File: config.mk
export PLATFORM = sky130hd
export DESIGN_NAME = eth_tx_scheduler
export DESIGN_NICKNAME = d
export VERILOG_FILES = /design/src/rtl/eth_types_pkg.sv /design/src/rtl/rr_arbiter.sv /design/src/rtl/eth_tx_scheduler.sv
export SDC_FILE = /design/constraint.sdc
export NUM_CORES = 1
export LEC_CHECK = 0
export CORE_AREA = 2 2 79 81
export DETAILED_ROUTE_END_ITERATION = 8
export DIE_AREA = 0 0 81 83
export GPL_TIMING_DRIVEN = 0
export MAX_ROUTING_LAYER = met4
export PLACE_DENSITY = 0.7
export SETUP_SLACK_MARGIN = 0.3
export SLEW_MARGIN = 40
export SYNTH_ARGS = -nofsm -noshare
export SYNTH_HDL_FRONTEND = slang
export SYNTH_SLANG_ARGS = --single-unit
File: constraint.sdc
create_clock -name clk -period 2.95 [get_ports clk]
set_input_delay 0.295 -clock clk [delete_from_list [all_inputs] [get_ports clk]]
set_output_delay 0.295 -clock clk [all_outputs]
set_load 0.05 [all_outputs]
File: src/rtl/eth_types_pkg.sv
// Shared Ethernet types and constants for the transmit path.
package eth_types_pkg;

    typedef enum logic [2:0] {
        IDLE,
        FORWARD,
        PAD,
        DRAIN,
        IFG
    } tx_sched_states;

    localparam int unsigned ETH_MIN_FRAME_LEN = 60;
    localparam int unsigned ETH_MAX_FRAME_LEN = 1514;
    localparam int unsigned ETH_IFG_BYTES     = 12;

    // Increment modulo n, used to advance round-robin pointers.
    function automatic int unsigned wrap_inc(input int unsigned v, input int unsigned n);
        return (v + 1 >= n) ? 0 : v + 1;
    endfunction

endpackage

File: src/rtl/rr_arbiter.sv
// Combinational round-robin pick: lowest requesting index at or after ptr, wrapping.
module rr_arbiter #(
    parameter int unsigned NUM_REQ = 4,
    localparam int unsigned ID_W = $clog2(NUM_REQ)
) (
    input  logic [NUM_REQ-1:0] req,
    input  logic [ID_W-1:0]    ptr,
    output logic [ID_W-1:0]    gnt_id,
    output logic               gnt_valid
);

    logic [ID_W-1:0] idx;

    always_comb begin
        gnt_valid = 1'b0;
        gnt_id    = '0;
        idx       = '0;
        for (int unsigned i = 0; i < NUM_REQ; i++) begin
            idx = ID_W'((32'(ptr) + i) % NUM_REQ);
            if (!gnt_valid && req[idx]) begin
                gnt_valid = 1'b1;
                gnt_id    = idx;
            end
        end
    end

endmodule

File: src/rtl/eth_tx_scheduler.sv
// Round-robin scheduler sharing one MAC TX byte stream between NUM_REQ frame sources,
// with minimum-length zero padding, MAX_LEN truncation and an inter-frame gap.
module eth_tx_scheduler
    import eth_types_pkg::*;
#(
    parameter int unsigned NUM_REQ    = 4,
    parameter int unsigned MIN_LEN    = ETH_MIN_FRAME_LEN,
    parameter int unsigned MAX_LEN    = ETH_MAX_FRAME_LEN,
    parameter int unsigned IFG_CYCLES = ETH_IFG_BYTES,
    localparam int unsigned ID_W = $clog2(NUM_REQ)
) (
    input  logic                    clk,
    input  logic                    rst_n,
    input  logic [NUM_REQ-1:0]      req_valid,
    input  logic [NUM_REQ-1:0][7:0] req_data,
    input  logic [NUM_REQ-1:0]      req_last,
    output logic [NUM_REQ-1:0]      req_ready,
    output logic                    tx_valid,
    output logic [7:0]              tx_data,
    output logic                    tx_last,
    input  logic                    tx_ready,
    output logic [ID_W-1:0]         grant_id,
    output logic                    busy,
    output logic                    err_trunc
);

    localparam int unsigned IFG_W = (IFG_CYCLES > 1) ? $clog2(IFG_CYCLES) : 1;
    localparam logic [11:0] MIN_C = 12'(MIN_LEN);
    localparam logic [11:0] MAX_C = 12'(MAX_LEN);

    tx_sched_states  state_q, state_d;
    logic [ID_W-1:0] ptr_q;
    logic [10:0]     byte_cnt_q;
    logic [IFG_W-1:0] ifg_cnt_q;

    logic [ID_W-1:0] arb_id;
    logic            arb_valid;
    logic            cur_valid, cur_last;
    logic [7:0]      cur_data;
    logic [11:0]     cnt_inc;
    logic            at_min, at_max, tx_xfer, ifg_done;

    rr_arbiter #(
        .NUM_REQ (NUM_REQ)
    ) u_arb (
        .req       (req_valid),
        .ptr       (ptr_q),
        .gnt_id    (arb_id),
        .gnt_valid (arb_valid)
    );

    assign cur_valid = req_valid[grant_id];
    assign cur_last  = req_last[grant_id];
    assign cur_data  = req_data[grant_id];
    // cnt_inc is the 1-based number of the byte currently offered.
    assign cnt_inc   = {1'b0, byte_cnt_q} + 12'd1;
    assign at_min    = cnt_inc >= MIN_C;
    assign at_max    = cnt_inc == MAX_C;
    assign tx_xfer   = tx_valid && tx_ready;
    assign ifg_done  = ifg_cnt_q == IFG_W'(IFG_CYCLES - 1);

    always_ff @(posedge clk or negedge rst_n) begin
        if (!rst_n) begin
            state_q <= IDLE;
        end else begin
            state_q <= state_d;
        end
    end

    always_comb begin
        state_d = state_q;
        unique case (state_q)
            IDLE: begin
                if (arb_valid) state_d = FORWARD;
            end
            FORWARD: begin
                if (tx_xfer) begin
                    if (at_max) begin
                        state_d = cur_last ? IFG : DRAIN;
                    end else if (cur_last) begin
                        state_d = at_min ? IFG : PAD;
                    end
                end
            end
            PAD: begin
                if (tx_xfer && at_min) state_d = IFG;
            end
            DRAIN: begin
                if (cur_valid && cur_last) state_d = IFG;
            end
            IFG: begin
                if (ifg_done) state_d = IDLE;
            end
            default: state_d = IDLE;
        endcase
    end

    always_comb begin
        tx_valid  = 1'b0;
        tx_data   = '0;
        tx_last   = 1'b0;
        req_ready = '0;
        busy      = state_q != IDLE;
        unique case (state_q)
            FORWARD: begin
                tx_valid            = cur_valid;
                tx_data             = cur_data;
                tx_last             = cur_valid && ((cur_last && at_min) || at_max);
                req_ready[grant_id] = tx_ready;
            end
            PAD: begin
                tx_valid = 1'b1;
                tx_last  = at_min;
            end
            DRAIN: begin
                req_ready[grant_id] = 1'b1;
            end
            default: ;
        endcase
    end

    always_ff @(posedge clk or negedge rst_n) begin
        if (!rst_n) begin
            grant_id   <= '0;
            ptr_q      <= '0;
            byte_cnt_q <= '0;
            ifg_cnt_q  <= '0;
            err_trunc  <= 1'b0;
        end else begin
            err_trunc <= (state_q == FORWARD) && tx_xfer && at_max && !cur_last;
            if (state_q == IDLE && arb_valid) begin
                grant_id   <= arb_id;
                ptr_q      <= ID_W'(wrap_inc(32'(arb_id), NUM_REQ));
                byte_cnt_q <= '0;
            end else if (tx_xfer) begin
                byte_cnt_q <= byte_cnt_q + 11'd1;
            end
            if (state_q == IFG) begin
                ifg_cnt_q <= ifg_cnt_q + IFG_W'(1);
            end else begin
                ifg_cnt_q <= '0;
            end
        end
    end

endmodule
# Word-level counts from Yosys, hierarchy flattened
# Index checks and enable logic that the tools add are counted.
[classes] n_bitwise=1 add_sub_neg=7 order_cmp=8 n_eq_ne=12 mux=42 n_reduce_logical=22
[ops] op="2-to-1 mux 3 bit" count=9
[ops] op="2-to-1 mux 11 bit" count=2
[ops] op="binary-select mux 8 bit (select 2 bit)" count=1
[ops] op="2-to-1 mux 8 bit" count=2
[ops] op="< comparator 2 x 3 -> 1 bit (second input constant)" count=5
[ops] op="case mux 3 bit (5 select lines)" count=1
[ops] op="logical AND 1 bit" count=13
[ops] op="adder 11 x 1 -> 12 bit (second input constant)" count=1
[ops] op="binary-select mux 1 bit (select 2 bit)" count=6
[ops] op="== test 12 x 11 -> 1 bit (second input constant)" count=1
[ops] op="greater-or-equal comparator 12 x 6 -> 1 bit (second input constant)" count=1
[ops] op="adder 11 x 1 -> 11 bit (second input constant)" count=1
[ops] op="2-to-1 mux 1 bit" count=11
[ops] op="2-to-1 mux 2 bit" count=5
[ops] op="!= test 2 bit (second input constant)" count=5
[ops] op="case mux 4 bit (2 select lines)" count=1
[ops] op="== test 3 x 2 -> 1 bit (second input constant)" count=2
[ops] op="AND reduction 6 bit" count=1
[ops] op="adder 2 bit (second input constant)" count=2
[ops] op="adder 4 x 1 -> 4 bit (second input constant)" count=1
[ops] op="AND 4 bit" count=1
[ops] op="== test 4 bit (second input constant)" count=1
[ops] op="zero test 1 bit" count=4
[ops] op="2-to-1 mux 4 bit" count=1
[ops] op="13 further kinds" count=14
[word_totals] ff_bits=23 word_cells=98 in_bits=43 output_inout_bits=18

# Longest topological paths before layout
[depth] depth_word=15 ltp_mapped=8 mapped_depth_nobuf=8

# Hierarchy
# From an unflattened synthesis, not the netlist that was laid out.
[hier_totals] cells_unflattened=203 area_unflattened_um2=1880.6
[modules_own_cells] module="eth_tx_scheduler" n_inst=1 area_per_inst_um2=1803.0 seq_area_each_um2=575.6 cells_per_inst=188
[modules_own_cells] module="rr_arbiter" n_inst=1 area_per_inst_um2=77.6 seq_area_each_um2=0.0 cells_per_inst=15

# Worst setup path after synthesis
# No wires, ideal clock.
[synth_path] path_type="register to output" startpoint="register grant_id[1]" endpoint="output port req_ready[2]" t_required_ns=2.655 path_slack_ns=0.416 arrival_time_ns=2.239 path_buffers=1 path_stages_with_launch=4 path_cell_list="dfrtp_1 buf_1 inv_1 nor3_1"
[synth_via] elab_chain_cells=6 word_cells_on_any_way=7 classes_between="order compare: 2; mux: 3; bitwise: 1; reduce/logical: 1"
[synth_rtl] element="start, declared" line_no="eth_tx_scheduler.sv:22" source="output logic [ID_W-1:0] grant_id,"
[synth_rtl] element="start signal, assigned" line_no="eth_tx_scheduler.sv:132" source="grant_id <= arb_id;"
[synth_rtl] element="< comparator 2 x 3 -> 1 bit (not written as such) / greater-or-equal comparator 2 x 1 -> 1 bit (equally long branches)" line_no="eth_tx_scheduler.sv:109, eth_tx_scheduler.sv:116"
[synth_rtl] element="logical AND 1 bit (not written as such)" line_no="eth_tx_scheduler.sv:109, eth_tx_scheduler.sv:116"
[synth_rtl] element="2-to-1 mux 1 bit (not written as such)" line_no="eth_tx_scheduler.sv:109, eth_tx_scheduler.sv:116"
[synth_rtl] element="demux 1 bit (select 2 bit) (*)" line_no="eth_tx_scheduler.sv:109, eth_tx_scheduler.sv:116"
[synth_rtl] element="AND 4 bit (no source line)"
[synth_rtl] element="case mux 4 bit (2 select lines) (*)" line_no="eth_tx_scheduler.sv:104" source="unique case (state_q)"
[synth_rtl] element="end, declared" line_no="eth_tx_scheduler.sv:17" source="output logic [NUM_REQ-1:0] req_ready,"
# Every way passes the cells marked *; elsewhere a longest branch is shown, timed or not.

# Worst setup path after layout
[layout_path] startpoint="register byte_cnt_q[1]" endpoint="output port tx_last"
[layout_via] elab_chain_cells=6 word_cells_on_any_way=7 classes_between="add/sub: 1; order compare: 1; eq/ne: 1; mux: 1; reduce/logical: 3"
[layout_rtl] element="start, declared" line_no="eth_tx_scheduler.sv:33" source="logic [10:0] byte_cnt_q;"
[layout_rtl] element="start signal, assigned" line_no="eth_tx_scheduler.sv:136" source="byte_cnt_q <= byte_cnt_q + 11'd1;"
[layout_rtl] element="adder 11 x 1 -> 12 bit (*)" line_no="eth_tx_scheduler.sv:56" source="assign cnt_inc = {1'b0, byte_cnt_q} + 12'd1;"
[layout_rtl] element="greater-or-equal comparator 12 x 6 -> 1 bit" line_no="eth_tx_scheduler.sv:57" source="assign at_min = cnt_inc >= MIN_C;"
[layout_rtl] element="logical AND 1 bit" line_no="eth_tx_scheduler.sv:108" source="tx_last = cur_valid && ((cur_last && at_min) || at_max);"
[layout_rtl] element="logical OR 1 bit" line_no="eth_tx_scheduler.sv:108"
[layout_rtl] element="logical AND 1 bit" line_no="eth_tx_scheduler.sv:108"
[layout_rtl] element="case mux 1 bit (2 select lines) (*)" line_no="eth_tx_scheduler.sv:104"
[layout_rtl] element="end, declared" line_no="eth_tx_scheduler.sv:20" source="output logic tx_last,"
# Marks and branches as above.

==> results.ini <==
[synthesis]
yosysWarnings=0
netlist_instances=218
synth-edff-count=0
synth_area_per_cell_um2=9.057
synth.net_count=264
synth_area_um2=1974
ys_async_sr_fraction_pct=100.0
synthTopCellsByArea=dfrtp_1, mux4_2, nor2_1
synth_cell_type_count=56
yosysSeqAreaShare_pct=29.15
synth-seq-cells=23
yosysMostFrequentCell=nor2_1
synth_top_area_share_pct=29.15
ys.flop_type=dfrtp_1
netlist_top_cells_count=nor2_1, dfrtp_1, nand2_1
yosys.area.top_type=dfrtp_1

[timing]
maxSlewViolCount=0
setup_ws_ns=0.3577
relSlewSlack_pct=64.02
hold_ws_ns=0.006090
tightestPinTransition_ns=0.5396
tns_ns=0
fmax_ghz=0.3858
grt_setup_unrepaired=yes
clock_skew_ns=0.002105
fin_crit_ns=2.592
finalSetupViolCount=0
period_share_pct=87.87
finalHoldViolations=0

[cells_and_area]
utilization_pct=46.60
seqCellArea_um2=578.1
num_antenna_cells=0
nets=329
instances_no_fill=357
fillers=581
drive_gt1_share_pct=14.89
area_growth_pct=37.26
multiInputGateArea_um2=1276
stdcell_area_um2=2710

[cts]
worstSkewPairLatency_ns=0.26
clock_path_buffers=2
clkSinkCount=23
clkTransAtPathRegs_ns=0.08
cts_buffers=3
cts_root_buffer=clkbuf_8
cts_tree=done
htreeDepth=1

[placement]
dp_cells=353
post-place-ws_ns=-0.004543
hpwl_um=3807
port-buffer-count=60
place_area_um2=2664
gp_congestion=0.8945

[drt]
drc=0
drtIter0Drc=91
vias=1857
final_antenna_net_count=0
first_pass_iters=4
viasPerCell=5.202
wire_per_inst_um=13.41
wl_um=4788

[power_and_ir_drop]
powerDensity_nw_per_um2=800.8
power_mw=2.170
combPwrFrac_pct=71.6
seq_power_share_pct=19.2
pwr-share-clk_pct=9.2
p_switching_mw=1.126
p_int_mw=1.044
switching_share_pct=51.89
p_leak_nw=1.129
ir_drop_mv=0.7307

[die]
die_x_um=81
rows=28
coreArea_um2=5816
io_pins=61
fp.dieH_um=83
start_util_pct=33.95
dieArea_um2=6723

[global_routing]
antenna_found_initial=0
grt_max_degree=24
overflow=0
grt_pass1_wl_um=8155
grt_usage_pct=15.12
grt_pass1_vias=1761

[worst_setup_path]
worst_path_max_delay_cell=or4bb_1
arrival_ns=2.30
cp_cell_sequence=inv_1, ha_1, or4bb_1, mux2i_1, nand4_1, a21oi_2, o211a_1, buf_6
crit_type=reg2out
worstSetupStartpointType=flop
crit_buf_inv=2
crit_path_start=byte_cnt_q[1]
slowest_delay_ns=0.49
required_ns=2.65
worst-path-max-fanout=4
r2r_start=byte_cnt_q[0]
path_delay_family=simple AND/OR/NAND/NOR gates
cp-end-kind=output port

[hold_path]
hold_path.class=in2async

[flow_run]
max_cap_violations=0

[status]
status=finished clean

## worst paths after layout
path / to / slack [ns] / depth (start not counted)
max: tx_last / 0.36 / 8
min: ifg_cnt_q[2] / 0.006 / 1
max reg2reg: state_q[0] / 0.64 / 7
min reg2reg: ifg_cnt_q[0] / 0.46 / 1
max in group asynchronous: byte_cnt_q[1] / 2.56 / 1
min in group clk: ifg_cnt_q[0] / 0.46 / 1
## power by group through the flow
stage / Sequential, mW / Combinational [mW] / Clock (mW)
CTS: 0.416 / 1.57 / 0.206
finish: 0.417 / 1.55 / 0.200
floorplan: 0.458 / 1.13 / 0
detailed placement: 0.420 / 1.63 / 0
global route: 0.425 / 1.67 / 0.221
global placement: 0.418 / 1.62 / 0
## cells in the final DEF, fill, tap and decap left out, types with 3 or more instances in the layout
cell type         n
clkdlybuf4s50_1  47
nor2_1           29
dfrtp_1          21
nand2_1          18
xnor2_1          11
mux4_2           10
clkbuf_1          9
and3_1            9
nor3_1            9
nand3_1           7
inv_1             6
o21ai_0           6
nor2b_1           5
buf_4             5
xor2_1            5
a21oi_1           5
dlygate4sd2_1     5
buf_2             4
nand4_1           4
buf_6             3
nand2b_1          3
mux2i_1           3
clkbuf_8          3
## state kept, by name, summed over array words and instances (netlist names), named ones only
register / flops
state_q: 3
err_trunc: 1
ifg_cnt_q: 4
grant_id: 2
ptr_q: 1
byte_cnt_q: 11
## cell families (layout without fill, tap and decap cells)
group / Yosys count / in the layout / synth area share (%)
AOI/OAI and AO/OA: 36 / 36 / 14.20
DFF: 23 / 23 / 29.15
xor gates and xnor gates: 16 / 16 / 7.097
buffers and inverters: 25 / 89 / 6.654
and+or+nand+nor: 99 / 99 / 26.36
muxes: 16 / 16 / 14.64
adders and majority gates: 3 / 3 / 1.901
## what timing repair did
| action | in CTS | in global routing |
|---|---|---|
| hold buffers | 0 | 0 |
| setup buffers | 0 | 0 |
| setup endpoints to repair | 10 | 7 |
| gates resized for setup | 13 | 17 |
| endpoints found under the hold margin | 0 | 0 |
## final cells by class
| class | count | share of cell area, % |
|---|---|---|
| plain buffers | 19 | 4.017 |
| multi-input cells | 170 | 47.09 |
| well taps | 75 | 3.463 |
| flip-flops and latches | 23 | 21.33 |
| clock buffers | 4 | 1.662 |
| repair buffers | 60 | 21.61 |
| inverters | 6 | 0.8310 |
## per-layer routing
metal | vias up | part of all wire (%) | routed length (um) | track usage (%)
met4 | 0 | 0.58 | 28 | 2.311
met3 | 6 | 3.5 | 168 | 2.391
li1 | 920 | - | - | -
met5 | - | 0 | 0 | -
met1 | 897 | 45 | 2145 | 20.61
met2 | 34 | 51 | 2445 | 24.19
## worst register-to-register path, cell delays in order, from the launching register on
cell      delay [ns]
dfrtp_2         0.43
ha_2            0.27
and4_4          0.28
nand3_1         0.10
o31ai_1         0.27
o221ai_2        0.21
a22oi_2         0.27
mux2_1          0.36
(Power assumes the default switching activity.)
